===== src/rtl/tse_ctrl_pkg.sv =====
// Shared definitions for the TSE MAC control sequencer: register map,
// command_config bit positions, FSM states and PHY status decoding.
package tse_ctrl_pkg;

    localparam int AV_ADDR_W = 8;
    localparam int AV_DATA_W = 32;

    localparam logic [AV_ADDR_W-1:0] REG_CMD_CONFIG = 8'h02;
    localparam logic [AV_ADDR_W-1:0] REG_MAC_0      = 8'h03;
    localparam logic [AV_ADDR_W-1:0] REG_MAC_1      = 8'h04;
    localparam logic [AV_ADDR_W-1:0] REG_FRM_LENGTH = 8'h05;
    localparam logic [AV_ADDR_W-1:0] REG_MDIO_ADDR0 = 8'h0F;
    localparam logic [AV_ADDR_W-1:0] REG_MDIO0_BASE = 8'h80;
    localparam logic [AV_ADDR_W-1:0] PHY_REG_SSR    = 8'h11;

    localparam int CMD_TX_ENA    = 0;
    localparam int CMD_RX_ENA    = 1;
    localparam int CMD_ETH_SPEED = 3;
    localparam int CMD_SW_RESET  = 13;
    localparam int CMD_ENA_10    = 25;

    typedef enum logic [3:0] {
        ST_INIT_WAIT,
        ST_RST_WR,
        ST_RST_POLL,
        ST_CFG,
        ST_ENABLE,
        ST_POLL_WAIT,
        ST_PHY_RD,
        ST_SPEED_WR,
        ST_ERR
    } state_e;

    typedef struct packed {
        logic link;
        logic set_1000;
        logic set_10;
    } link_sts_t;

    // PHY specific status: link on bit 10, speed on 15:14. A down link
    // reports the 100 Mb/s default so the MAC speed inputs stay quiet.
    function automatic link_sts_t decode_phy_sts(input logic [15:0] sts);
        link_sts_t r;
        r      = '0;
        r.link = sts[10];
        if (sts[10]) begin
            case (sts[15:14])
                2'd2:    r.set_1000 = 1'b1;
                2'd0:    r.set_10   = 1'b1;
                default: r.set_1000 = 1'b0;
            endcase
        end
        return r;
    endfunction

    function automatic logic [AV_DATA_W-1:0] cmd_enable_word(input logic s1000,
                                                             input logic s10);
        logic [AV_DATA_W-1:0] w;
        w                = '0;
        w[CMD_TX_ENA]    = 1'b1;
        w[CMD_RX_ENA]    = 1'b1;
        w[CMD_ETH_SPEED] = s1000;
        w[CMD_ENA_10]    = s10;
        return w;
    endfunction

endpackage


===== src/rtl/tse_mac_init_seq_if.sv =====
// Avalon-MM control-port bundle between the sequencer (master) and the MAC.
interface tse_mac_init_seq_if;
    import tse_ctrl_pkg::*;

    logic [AV_ADDR_W-1:0] av_address;
    logic                 av_read;
    logic                 av_write;
    logic [AV_DATA_W-1:0] av_writedata;
    logic [AV_DATA_W-1:0] av_readdata;
    logic                 av_waitrequest;

    modport master (
        output av_address, av_read, av_write, av_writedata,
        input  av_readdata, av_waitrequest
    );

    modport slave (
        input  av_address, av_read, av_write, av_writedata,
        output av_readdata, av_waitrequest
    );

endinterface


===== src/rtl/tse_avmm_xfer.sv =====
// Single-transfer Avalon-MM master: drives one read/write while req is held.
// Latency: strobe in the request cycle; done pulses the cycle waitrequest is low.
// Backpressure: holds strobe/address/data while waitrequest is high; one idle cycle after each transfer.
module tse_avmm_xfer
    import tse_ctrl_pkg::*;
(
    input  logic                 clk,
    input  logic                 rst_n,
    input  logic                 req,
    input  logic                 wr,
    input  logic [AV_ADDR_W-1:0] addr,
    input  logic [AV_DATA_W-1:0] wdata,
    output logic                 done,
    output logic [AV_DATA_W-1:0] rdata,
    tse_mac_init_seq_if.master   av
);

    logic gap_q;
    logic gap_d;
    logic active;

    // Strobes are combinational from the requester's state so an async
    // reset of that state drops them immediately.
    always_comb begin
        active          = req & ~gap_q;
        av.av_read      = active & ~wr;
        av.av_write     = active & wr;
        av.av_address   = active ? addr : '0;
        av.av_writedata = (active & wr) ? wdata : '0;
        done            = active & ~av.av_waitrequest;
        rdata           = av.av_readdata;
        gap_d           = done;
    end

    always_ff @(posedge clk or negedge rst_n) begin
        if (!rst_n) begin
            gap_q <= 1'b0;
        end else begin
            gap_q <= gap_d;
        end
    end

endmodule


===== src/rtl/tse_mac_init_seq.sv =====
// Post-reset TSE MAC bring-up (soft reset, address, frame length, enable) and PHY link/speed tracking.
// Latency: 16-clock settle, then one Avalon transfer per step; speed outputs update the cycle after the PHY read.
// Backpressure: every transfer stalls on av_waitrequest; the poll interval restarts after each update.
module tse_mac_init_seq
    import tse_ctrl_pkg::*;
#(
    parameter logic [47:0] MAC_ADDR    = 48'h00_1C_23_17_4A_CB,
    parameter int          MAX_FRAME   = 1518,
    parameter logic [4:0]  PHY_ADDR    = 5'd0,
    parameter int          POLL_CYCLES = 1_000_000,
    parameter int          RST_TIMEOUT = 1024
) (
    input  logic               clk_clk,
    input  logic               reset_reset_n,
    tse_mac_init_seq_if.master av,
    output logic               set_1000,
    output logic               set_10,
    output logic               link_up,
    output logic               init_done,
    output logic               init_err
);

    localparam int POLL_W = $clog2(POLL_CYCLES + 1);
    localparam int RD_W   = $clog2(RST_TIMEOUT + 1);

    localparam logic [AV_DATA_W-1:0] MAC0_WORD =
        {MAC_ADDR[23:16], MAC_ADDR[31:24], MAC_ADDR[39:32], MAC_ADDR[47:40]};
    localparam logic [AV_DATA_W-1:0] MAC1_WORD =
        {16'h0000, MAC_ADDR[7:0], MAC_ADDR[15:8]};

    state_e             state_q,    state_d;
    logic [3:0]         init_cnt_q, init_cnt_d;
    logic [RD_W-1:0]    rd_cnt_q,   rd_cnt_d;
    logic [1:0]         cfg_idx_q,  cfg_idx_d;
    logic [POLL_W-1:0]  poll_cnt_q, poll_cnt_d;
    link_sts_t          sts_q,      sts_d;
    logic               init_done_q, init_done_d;
    logic               init_err_q,  init_err_d;

    logic                 xfer_req;
    logic                 xfer_wr;
    logic [AV_ADDR_W-1:0] xfer_addr;
    logic [AV_DATA_W-1:0] xfer_wdata;
    logic                 xfer_done;
    logic [AV_DATA_W-1:0] xfer_rdata;
    link_sts_t            phy_sts;
    logic                 unused_rdata_hi;

    assign unused_rdata_hi = ^xfer_rdata[31:16];

    tse_avmm_xfer u_xfer (
        .clk   (clk_clk),
        .rst_n (reset_reset_n),
        .req   (xfer_req),
        .wr    (xfer_wr),
        .addr  (xfer_addr),
        .wdata (xfer_wdata),
        .done  (xfer_done),
        .rdata (xfer_rdata),
        .av    (av)
    );

    always_comb begin
        state_d     = state_q;
        init_cnt_d  = init_cnt_q;
        rd_cnt_d    = rd_cnt_q;
        cfg_idx_d   = cfg_idx_q;
        poll_cnt_d  = poll_cnt_q;
        sts_d       = sts_q;
        init_done_d = init_done_q;
        init_err_d  = init_err_q;
        xfer_req    = 1'b0;
        xfer_wr     = 1'b0;
        xfer_addr   = '0;
        xfer_wdata  = '0;
        phy_sts     = decode_phy_sts(xfer_rdata[15:0]);

        case (state_q)
            ST_INIT_WAIT: begin
                if (init_cnt_q == 4'd15) begin
                    state_d = ST_RST_WR;
                end else begin
                    init_cnt_d = init_cnt_q + 4'd1;
                end
            end

            ST_RST_WR: begin
                xfer_req   = 1'b1;
                xfer_wr    = 1'b1;
                xfer_addr  = REG_CMD_CONFIG;
                xfer_wdata = AV_DATA_W'(1) << CMD_SW_RESET;
                if (xfer_done) begin
                    state_d  = ST_RST_POLL;
                    rd_cnt_d = '0;
                end
            end

            ST_RST_POLL: begin
                xfer_req  = 1'b1;
                xfer_addr = REG_CMD_CONFIG;
                if (xfer_done) begin
                    if (!xfer_rdata[CMD_SW_RESET]) begin
                        state_d   = ST_CFG;
                        cfg_idx_d = 2'd0;
                    end else if (rd_cnt_q == RD_W'(RST_TIMEOUT - 1)) begin
                        state_d    = ST_ERR;
                        init_err_d = 1'b1;
                    end else begin
                        rd_cnt_d = rd_cnt_q + RD_W'(1);
                    end
                end
            end

            ST_CFG: begin
                xfer_req = 1'b1;
                xfer_wr  = 1'b1;
                case (cfg_idx_q)
                    2'd0: begin
                        xfer_addr  = REG_MAC_0;
                        xfer_wdata = MAC0_WORD;
                    end
                    2'd1: begin
                        xfer_addr  = REG_MAC_1;
                        xfer_wdata = MAC1_WORD;
                    end
                    2'd2: begin
                        xfer_addr  = REG_FRM_LENGTH;
                        xfer_wdata = AV_DATA_W'(MAX_FRAME);
                    end
                    default: begin
                        xfer_addr  = REG_MDIO_ADDR0;
                        xfer_wdata = {27'd0, PHY_ADDR};
                    end
                endcase
                if (xfer_done) begin
                    if (cfg_idx_q == 2'd3) begin
                        state_d = ST_ENABLE;
                    end else begin
                        cfg_idx_d = cfg_idx_q + 2'd1;
                    end
                end
            end

            ST_ENABLE, ST_SPEED_WR: begin
                xfer_req   = 1'b1;
                xfer_wr    = 1'b1;
                xfer_addr  = REG_CMD_CONFIG;
                xfer_wdata = cmd_enable_word(sts_q.set_1000, sts_q.set_10);
                if (xfer_done) begin
                    init_done_d = 1'b1;
                    state_d     = ST_POLL_WAIT;
                    poll_cnt_d  = POLL_W'(POLL_CYCLES);
                end
            end

            ST_POLL_WAIT: begin
                // Reloaded to POLL_CYCLES on entry; leaving at 1 gives POLL_CYCLES clocks here.
                if (poll_cnt_q <= POLL_W'(1)) begin
                    state_d = ST_PHY_RD;
                end else begin
                    poll_cnt_d = poll_cnt_q - POLL_W'(1);
                end
            end

            ST_PHY_RD: begin
                xfer_req  = 1'b1;
                xfer_addr = REG_MDIO0_BASE + PHY_REG_SSR;
                if (xfer_done) begin
                    if (phy_sts == sts_q) begin
                        state_d    = ST_POLL_WAIT;
                        poll_cnt_d = POLL_W'(POLL_CYCLES);
                    end else begin
                        sts_d   = phy_sts;
                        state_d = ST_SPEED_WR;
                    end
                end
            end

            ST_ERR: begin
                state_d = ST_ERR;
            end

            default: begin
                state_d = ST_INIT_WAIT;
            end
        endcase
    end

    always_ff @(posedge clk_clk or negedge reset_reset_n) begin
        if (!reset_reset_n) begin
            state_q     <= ST_INIT_WAIT;
            init_cnt_q  <= '0;
            rd_cnt_q    <= '0;
            cfg_idx_q   <= '0;
            poll_cnt_q  <= '0;
            sts_q       <= '0;
            init_done_q <= 1'b0;
            init_err_q  <= 1'b0;
        end else begin
            state_q     <= state_d;
            init_cnt_q  <= init_cnt_d;
            rd_cnt_q    <= rd_cnt_d;
            cfg_idx_q   <= cfg_idx_d;
            poll_cnt_q  <= poll_cnt_d;
            sts_q       <= sts_d;
            init_done_q <= init_done_d;
            init_err_q  <= init_err_d;
        end
    end

    assign link_up   = sts_q.link;
    assign set_1000  = sts_q.set_1000;
    assign set_10    = sts_q.set_10;
    assign init_done = init_done_q;
    assign init_err  = init_err_q;

endmodule


===== src/flat_wrapper.sv =====
// flat-port wrapper written by rule: the top's interface ports become plain ports
module tse_mac_init_seq_flat import tse_ctrl_pkg::*;
#(
    parameter logic [47:0] MAC_ADDR    = 48'h00_1C_23_17_4A_CB,
    parameter int          MAX_FRAME   = 1518,
    parameter logic [4:0]  PHY_ADDR    = 5'd0,
    parameter int          POLL_CYCLES = 1_000_000,
    parameter int          RST_TIMEOUT = 1024
)
  (clk_clk, reset_reset_n, set_1000, set_10, link_up, init_done, init_err, av_av_address, av_av_read, av_av_write, av_av_writedata, av_av_readdata, av_av_waitrequest);
  tse_mac_init_seq_if av_i ();
  input  logic clk_clk;
  input  logic reset_reset_n;
  output logic set_1000;
  output logic set_10;
  output logic link_up;
  output logic init_done;
  output logic init_err;
  output wire logic [$bits(av_i.av_address)-1:0] av_av_address;
  output wire logic [$bits(av_i.av_read)-1:0] av_av_read;
  output wire logic [$bits(av_i.av_write)-1:0] av_av_write;
  output wire logic [$bits(av_i.av_writedata)-1:0] av_av_writedata;
  input wire logic [$bits(av_i.av_readdata)-1:0] av_av_readdata;
  input wire logic [$bits(av_i.av_waitrequest)-1:0] av_av_waitrequest;
  assign av_av_address = av_i.av_address;
  assign av_av_read = av_i.av_read;
  assign av_av_write = av_i.av_write;
  assign av_av_writedata = av_i.av_writedata;
  assign av_i.av_readdata = av_av_readdata;
  assign av_i.av_waitrequest = av_av_waitrequest;
  tse_mac_init_seq #(.MAC_ADDR(MAC_ADDR), .MAX_FRAME(MAX_FRAME), .PHY_ADDR(PHY_ADDR), .POLL_CYCLES(POLL_CYCLES), .RST_TIMEOUT(RST_TIMEOUT)) u_core (.clk_clk(clk_clk), .reset_reset_n(reset_reset_n), .av(av_i), .set_1000(set_1000), .set_10(set_10), .link_up(link_up), .init_done(init_done), .init_err(init_err));
endmodule

===== config.mk =====
export PLATFORM = sky130hd
export DESIGN_NAME = tse_mac_init_seq_flat
export DESIGN_NICKNAME = d
export VERILOG_FILES = /design/src/rtl/tse_ctrl_pkg.sv /design/src/rtl/tse_mac_init_seq_if.sv /design/src/rtl/tse_avmm_xfer.sv /design/src/rtl/tse_mac_init_seq.sv /design/src/flat_wrapper.sv
export SDC_FILE = /design/constraint.sdc
export NUM_CORES = 1
export LEC_CHECK = 0
export ABC_AREA = 0
export CAP_MARGIN = 20
export CORE_ASPECT_RATIO = 1.75
export CORE_MARGIN = 4
export CORE_UTILIZATION = 45
export CTS_CLUSTER_SIZE = 30
export DETAILED_ROUTE_END_ITERATION = 8
export GPL_ROUTABILITY_DRIVEN = 0
export GPL_TIMING_DRIVEN = 1
export PLACE_DENSITY = 0.84
export SYNTH_ARGS = -nofsm -noshare
export SYNTH_HDL_FRONTEND = slang
export SYNTH_SLANG_ARGS = --single-unit

===== constraint.sdc =====
create_clock -name clk_clk -period 2.6 [get_ports clk_clk]
set_clock_uncertainty 0.05 [all_clocks]
set_input_delay 0.52 -clock clk_clk [delete_from_list [all_inputs] [get_ports clk_clk]]
set_output_delay 0.52 -clock clk_clk [all_outputs]
set_load 0.1 [all_outputs]

==> flow_summary.toml, run 1 <==
[clocking]
h-tree-depth = 2
clk_pin_slew_worst_paths_ps = 70
cts_sinks = 47
cts_buffers = 5
cts_tree = "done"
cts_root_buffer = "clkbuf_16"
hold_buffers = 0
cts.path.max_buffers = 2
insertion_delay_ps = 290

[worst_setup_path]
cp_slowest_stage_delay_ps = 490
rr_worst_depth = 7
start_kind = "register"
worstSetupPathType = "reg2out"
critPathCaptureType = "output pin"
cp.arrival_ps = 1950
worstPathMaxFanout = 9
crit_chain = "nor2_1 -> nand3_1 -> or2_2 -> nor3_4 -> buf_12"
cp_slowest_cell = "dfrtp_2"
crit_required_ps = 2030

[power_and_ir_drop]
intPower_uw = 2940
pwr-share-comb_pct = 68.4
p_clk_share_pct = 10.5
p_total_uw = 6290
p_seq_share_pct = 21.1
p_switching_uw = 3350
swShare_pct = 53.2
ir_drop_mv = 0.833
powerDensity_mw_per_mm2 = 1440
power_leakage_uw = 0.00185

[floorplanning]
row_count = 40
core_sq_mm = 0.00691
die_y_microns = 120
die-area_sq_mm = 0.00858
die_w_microns = 71.7
io_pins = 82
start_util_pct = 46.3

[timing]
whs_ps = 201
max_slew_margin_pct = 56.5
tightest_slew_ps = 652
min_period_ps = 2520
finalHoldViolations = 0
tns_ps = 0
slew_violations = 0
post-route-period-util_pct = 96.9
report.final.setup_viol = 0
fmax_mhz = 397
rsz0062_at_grt = "yes"

[global_route]
grt_pass1_wl_mm = 13.7
groute.usage.overall_pct = 19.8
antenna_found_initial = 0
first_global_vias = 2883
grt_remaining_overflow = 0
grt_max_degree = 29

[logic_synthesis]
synth-seq-area-share_pct = 36.8
ys_async_sr_fraction_pct = 100
syn_area_per_cell_sq_um = 9.19
ys_ff_latch = 47
synthFlopType = "dfrtp_1"
syn_inst = 348
synth_area_sq_mm = 0.00320
synth_warnings = 0
synth_edf_count = 0
ys_types = 64

[cells_and_area]
synthToLayoutAreaGrowth_pct = 36.3
layout-drive-gt1-share_pct = 32.8
layoutNonFillerInstCount = 490
final_nets = 448
fill_cells = 515
diodes = 0

[placed_design]
io_buffers = 41
dp.cells = 478
dp_hpwl_mm = 6.22

[run_status]
status = "complete, no violations"

[drt]
vias_per_cell = 5.65
wl_mm = 8.04
drt_iter0_markers = 147
detail-route-antenna-nets = 0
wl_per_cell_microns = 16.4
drt_first_pass_iters = 4
drc = 0
num_vias = 2768

[worst_hold_path]
hp-class = "in2async"

[flow_run]
max-cap-violations = 0
flip-flops by register name, summed over array words and instances (netlist names):
name,cells
u_core.u_xfer.gap_q,1
u_core.set_10,1
u_core.state_q,4
u_core.poll_cnt_q,20
u_core.rd_cnt_q,11
u_core.link_up,1
u_core.cfg_idx_q,2
u_core.init_err,1
u_core.init_done,1
u_core.set_1000,1
u_core.init_cnt_q,4
cells by family after synthesis:
logic type / share of synthesized area [%]
and+or+nand+nor: 31.2
AOI/OAI and AO/OA: 10.5
DFF: 36.8
buffers and inverters: 9.31
xor gates and xnor gates: 6.57
adders and majority gates: 3.13
muxes: 2.39
other: 0.117
synth_stat cells, types with 3 or more instances:
cell      count  area (sq um)
a21o_1        3          22.5
a21oi_1       9          45.0
a22o_1        3          26.3
a31oi_1       3          18.8
and2_1        6          37.5
and3_1        5          31.3
buf_2         4          20.0
buf_4        26           195
clkbuf_1      4          15.0
dfrtp_1      47          1180
ha_1          8           100
inv_1         9          33.8
mux2_2        5          56.3
nand2_1      26          97.6
nand2b_1      5          31.3
nand3_1      10          50.1
nand4_1       7          43.8
nor2_1       42           158
nor2b_1       9          56.3
nor3_1       16          80.1
nor4_1        7          43.8
nor4_2        7          87.6
o21ai_0       9          45.0
or2_2         5          31.3
xnor2_1      19           166
xor2_1        5          43.8
metrics by stage:
step                area, sq um  utilization [%]  setup slack, ps
floorplan                  3420                -             -548
global placement           4170             60.3             -122
detailed placement         4170             60.3             -182
CTS                        4320             62.6             1.02
global route               4360             63.1            -23.5
finish                     4360             63.1             80.6
area by class of cell:
class | count | area (sq um) | area share (%)
Clock buffer | 6 | 139 | 3.19
Clock inverter | 2 | 16.3 | 0.373
Inverter | 9 | 33.8 | 0.775
Multi-Input combinational cell | 266 | 1910 | 43.9
Sequential cell | 47 | 1180 | 27.1
Tap cell | 84 | 105 | 2.41
Timing Repair Buffer | 76 | 972 | 22.3
critical path: cells and delay by family (launching register included):
kind	cells	cell delay [ps]
buffers and inverters	1	200
DFF	1	490
and+or+nand+nor	4	980
what timing repair did:
item / CTS / global route
endpoints found under the setup margin: 8 / 17
resized for setup: 2 / 3
setup buffers: 0 / 4
layer usage:
layer / up-vias / wire (microns) / part of all wire [%] / GRT usage [%]
met5: - / 0 / 0 / 0
met4: 0 / 260 / 3.2 / 8.82
met3: 20 / 219 / 2.7 / 2.43
met2: 68 / 4660 / 58 / 38.1
met1: 1370 / 2900 / 36 / 20.5
li1: 1310 / - / - / -
placed cells by master, fill, tap and decap left out, types with 8 or more instances in the layout:
master | netlist | routed
nand3_1 | 10 | 10
ha_1 | 8 | 8
buf_4 | 26 | 38
conb_1 | 1 | 12
nor2_1 | 42 | 39
dfrtp_1 | 47 | 43
buf_12 | 0 | 31
nor3_1 | 16 | 12
a21oi_1 | 9 | 9
nor2b_1 | 9 | 8
o21ai_0 | 9 | 9
inv_1 | 9 | 9
xnor2_1 | 19 | 18
nand2_1 | 26 | 26
path summary, 6_finish.rpt:
check | from | endpoint | slack [ps]
worst max register to register | u_core.poll_cnt_q[11]$_DFFE_PN0P_ | u_core.poll_cnt_q[12]$_DFFE_PN0P_ | 150
worst min-delay path | reset_reset_n | u_core.link_up$_DFFE_PN0P_ | 200
min in group clk_clk | u_core.init_err$_DFFE_PN0P_ | u_core.init_err$_DFFE_PN0P_ | 430
worst min register to register | u_core.init_err$_DFFE_PN0P_ | u_core.init_err$_DFFE_PN0P_ | 430
worst max-delay path | u_core.state_q[3]$_DFFE_PN0P_ | av_av_writedata[11] | 80
max in group asynchronous | reset_reset_n | u_core.state_q[2]$_DFFE_PN0P_ | 1640
power by group through the flow:
stage | clock [uW] | combinational, uW | sequential (uW)
finish | 657 | 4310 | 1330
global route | 696 | 4530 | 1370
CTS | 665 | 4270 | 1320
detailed placement | 0 | 4220 | 1330
global placement | 0 | 4130 | 1310
floorplan | 0 | 2930 | 1360
(Power assumes the default switching activity.)
==> run 2: changes to the inputs <==
- CAP_MARGIN: 20 -> default
==> results of run 2 <==
Final layout, timing and power as in run 1 (identical DEF).
==> run 3: changes to the inputs <==
- CORE_UTILIZATION: 45 -> 50
- PLACE_DENSITY: 0.84 -> 0.91
- REMOVE_ABC_BUFFERS: default -> 1
==> run 3 against run 2 <==
Compared with the run above: the run now ends with setup timing left; combinational power grew 1%; largest power group unchanged; maximum frequency shrank 3.8%; worst hold slack gained 270 ps; highest routed layer unchanged; worst setup slack lost 100 ps; flip-flop and latch count is the same.
==> flow_summary.toml, run 3 (synthesized netlist as in run 1, its figures left out) <==
[run_status]
status = "complete, but fails checks"
violations = "setup timing"

[cells_and_area]
synthToLayoutAreaGrowth_pct = 31.9
top_register = "u_core.poll_cnt_q"
mostFrequentLayoutCell = "dfrtp_1"
reg_top3 = "u_core.poll_cnt_q (20), u_core.rd_cnt_q (11)"
layoutNonFillerInstCount = 486
post-route-util_pct = 67.8
largest_reg_flops = 20
final_nets = 449
final_cell_mix = "dfrtp_1, nor2_1, buf_4"
layout-drive-gt1-share_pct = 28.8
diodes = 0

[drt]
drt_first_pass_iters = 4
detail-route-antenna-nets = 0
drc = 0
num_vias = 2920
wl_mm = 9.26
wl_per_cell_microns = 19.1
drt_iter0_markers = 199
vias_per_cell = 6.01

[timing]
min_period_ps = 2620
tns_ps = -30.4
slew_violations = 0
report.final.setup_viol = 2
max_slew_margin_pct = 63.5
whs_ps = 469
worst_slack_ps = -19.9
finalHoldViolations = 0
post-route-period-util_pct = 101
fmax_mhz = 382
tightest_slew_ps = 534

[worst_setup_path]
cp_slowest_cell = "dfrtp_1"
cp_slowest_stage_delay_ps = 570
worstPathMaxFanout = 9
critical-path-top-delay-family = "simple AND/OR/NAND/NOR gates"
start_kind = "register"
cp.arrival_ps = 2050
crit_buf_inv = 2
critPathCaptureType = "output pin"
worstSetupPathType = "reg2out"
crit_chain = "nor2b_1 -> nor4_1 -> buf_4 -> or2_2 -> buf_12"
crit_required_ps = 2030

[floorplanning]
start_util_pct = 51.4
io_pins = 82
row_count = 38
die-area_sq_mm = 0.00779
die_w_microns = 68.5
core_sq_mm = 0.00623
die_y_microns = 114

[clocking]
cts.path.max_buffers = 2
cts_root_buffer = "clkbuf_8"
h-tree-depth = 2
clk_pin_slew_worst_paths_ps = 80
cts_sinks = 47
cts_tree = "done"
cts_buffers = 5
insertion_delay_ps = 300

[global_route]
first_global_vias = 2991
grt_pass1_wl_mm = 14.4
groute.usage.overall_pct = 23.8
grt_max_degree = 23
grt_remaining_overflow = 0
antenna_found_initial = 0

[power_and_ir_drop]
power_leakage_uw = 0.00182
p_total_uw = 6190
powerDensity_mw_per_mm2 = 1470
ir_drop_mv = 1.18

[placed_design]
dp.cells = 475
io_buffers = 41
dp_hpwl_mm = 6.48

[worst_hold_path]
hp-class = "reg2reg"

[flow_run]
max-cap-violations = 0
## run 3: report_power, final
group          switching (uW)  internal [uW]
logic                    2810           1550
registers                 334            979
clock network             242            282
## run 3: cell type report
class | count | area [sq um]
Clock inverter | 1 | 30.0
Inverter | 9 | 33.8
Tap cell | 80 | 100
Clock buffer | 6 | 72.6
Multi-Input combinational cell | 266 | 1820
Fill cell | 397 | 2010
Sequential cell | 47 | 1180
Timing Repair Buffer | 77 | 982
## run 3: final timing paths
check,from,endpoint,slack [ps],cells past startpoint
setup / recovery,u_core.state_q[0]$_DFFE_PN0P_,av_av_writedata[1],-20,5
hold / removal,u_core.init_cnt_q[3]$_DFFE_PN0P_,u_core.init_cnt_q[3]$_DFFE_PN0P_,470,1
setup reg to reg,u_core.state_q[0]$_DFFE_PN0P_,u_core.state_q[0]$_DFFE_PN0P_,140,8
hold reg to reg,u_core.init_cnt_q[3]$_DFFE_PN0P_,u_core.init_cnt_q[3]$_DFFE_PN0P_,470,1
max in group asynchronous,reset_reset_n,u_core.state_q[2]$_DFFE_PN0P_,1470,3
min in group asynchronous,reset_reset_n,u_core.rd_cnt_q[8]$_DFFE_PN0P_,510,2
## run 3: repair_timing
| item | CTS | global route |
|---|---|---|
| pin swaps | 0 | 1 |
| endpoints found under the hold margin | 4 | 0 |
| buffers inserted | 1 | 2 |
| endpoints found under the setup margin | 3 | 18 |
| gates resized for setup | 5 | 9 |
| cloned | 0 | 0 |
| hold buffers | 1 | 0 |
## run 3: stage by stage
step           cell area (sq um)  setup slack (ps)
2_1_floorplan               2980             -4590
3_3_place_gp                4020              -157
3_5_place_dp                4020              -211
4_1_cts                     4150              5.05
5_1_grt                     4220             -69.8
6_report                    4220             -19.9
## run 3: layer usage
| metal | GRT usage [%] | wire (microns) | up-vias |
|---|---|---|---|
| li1 | - | - | 1309 |
| met1 | 25.4 | 3150 | 1444 |
| met2 | 42.8 | 5240 | 119 |
| met3 | 3.65 | 351 | 48 |
| met4 | 12.1 | 518 | 0 |
| met5 | 0 | 0 | - |
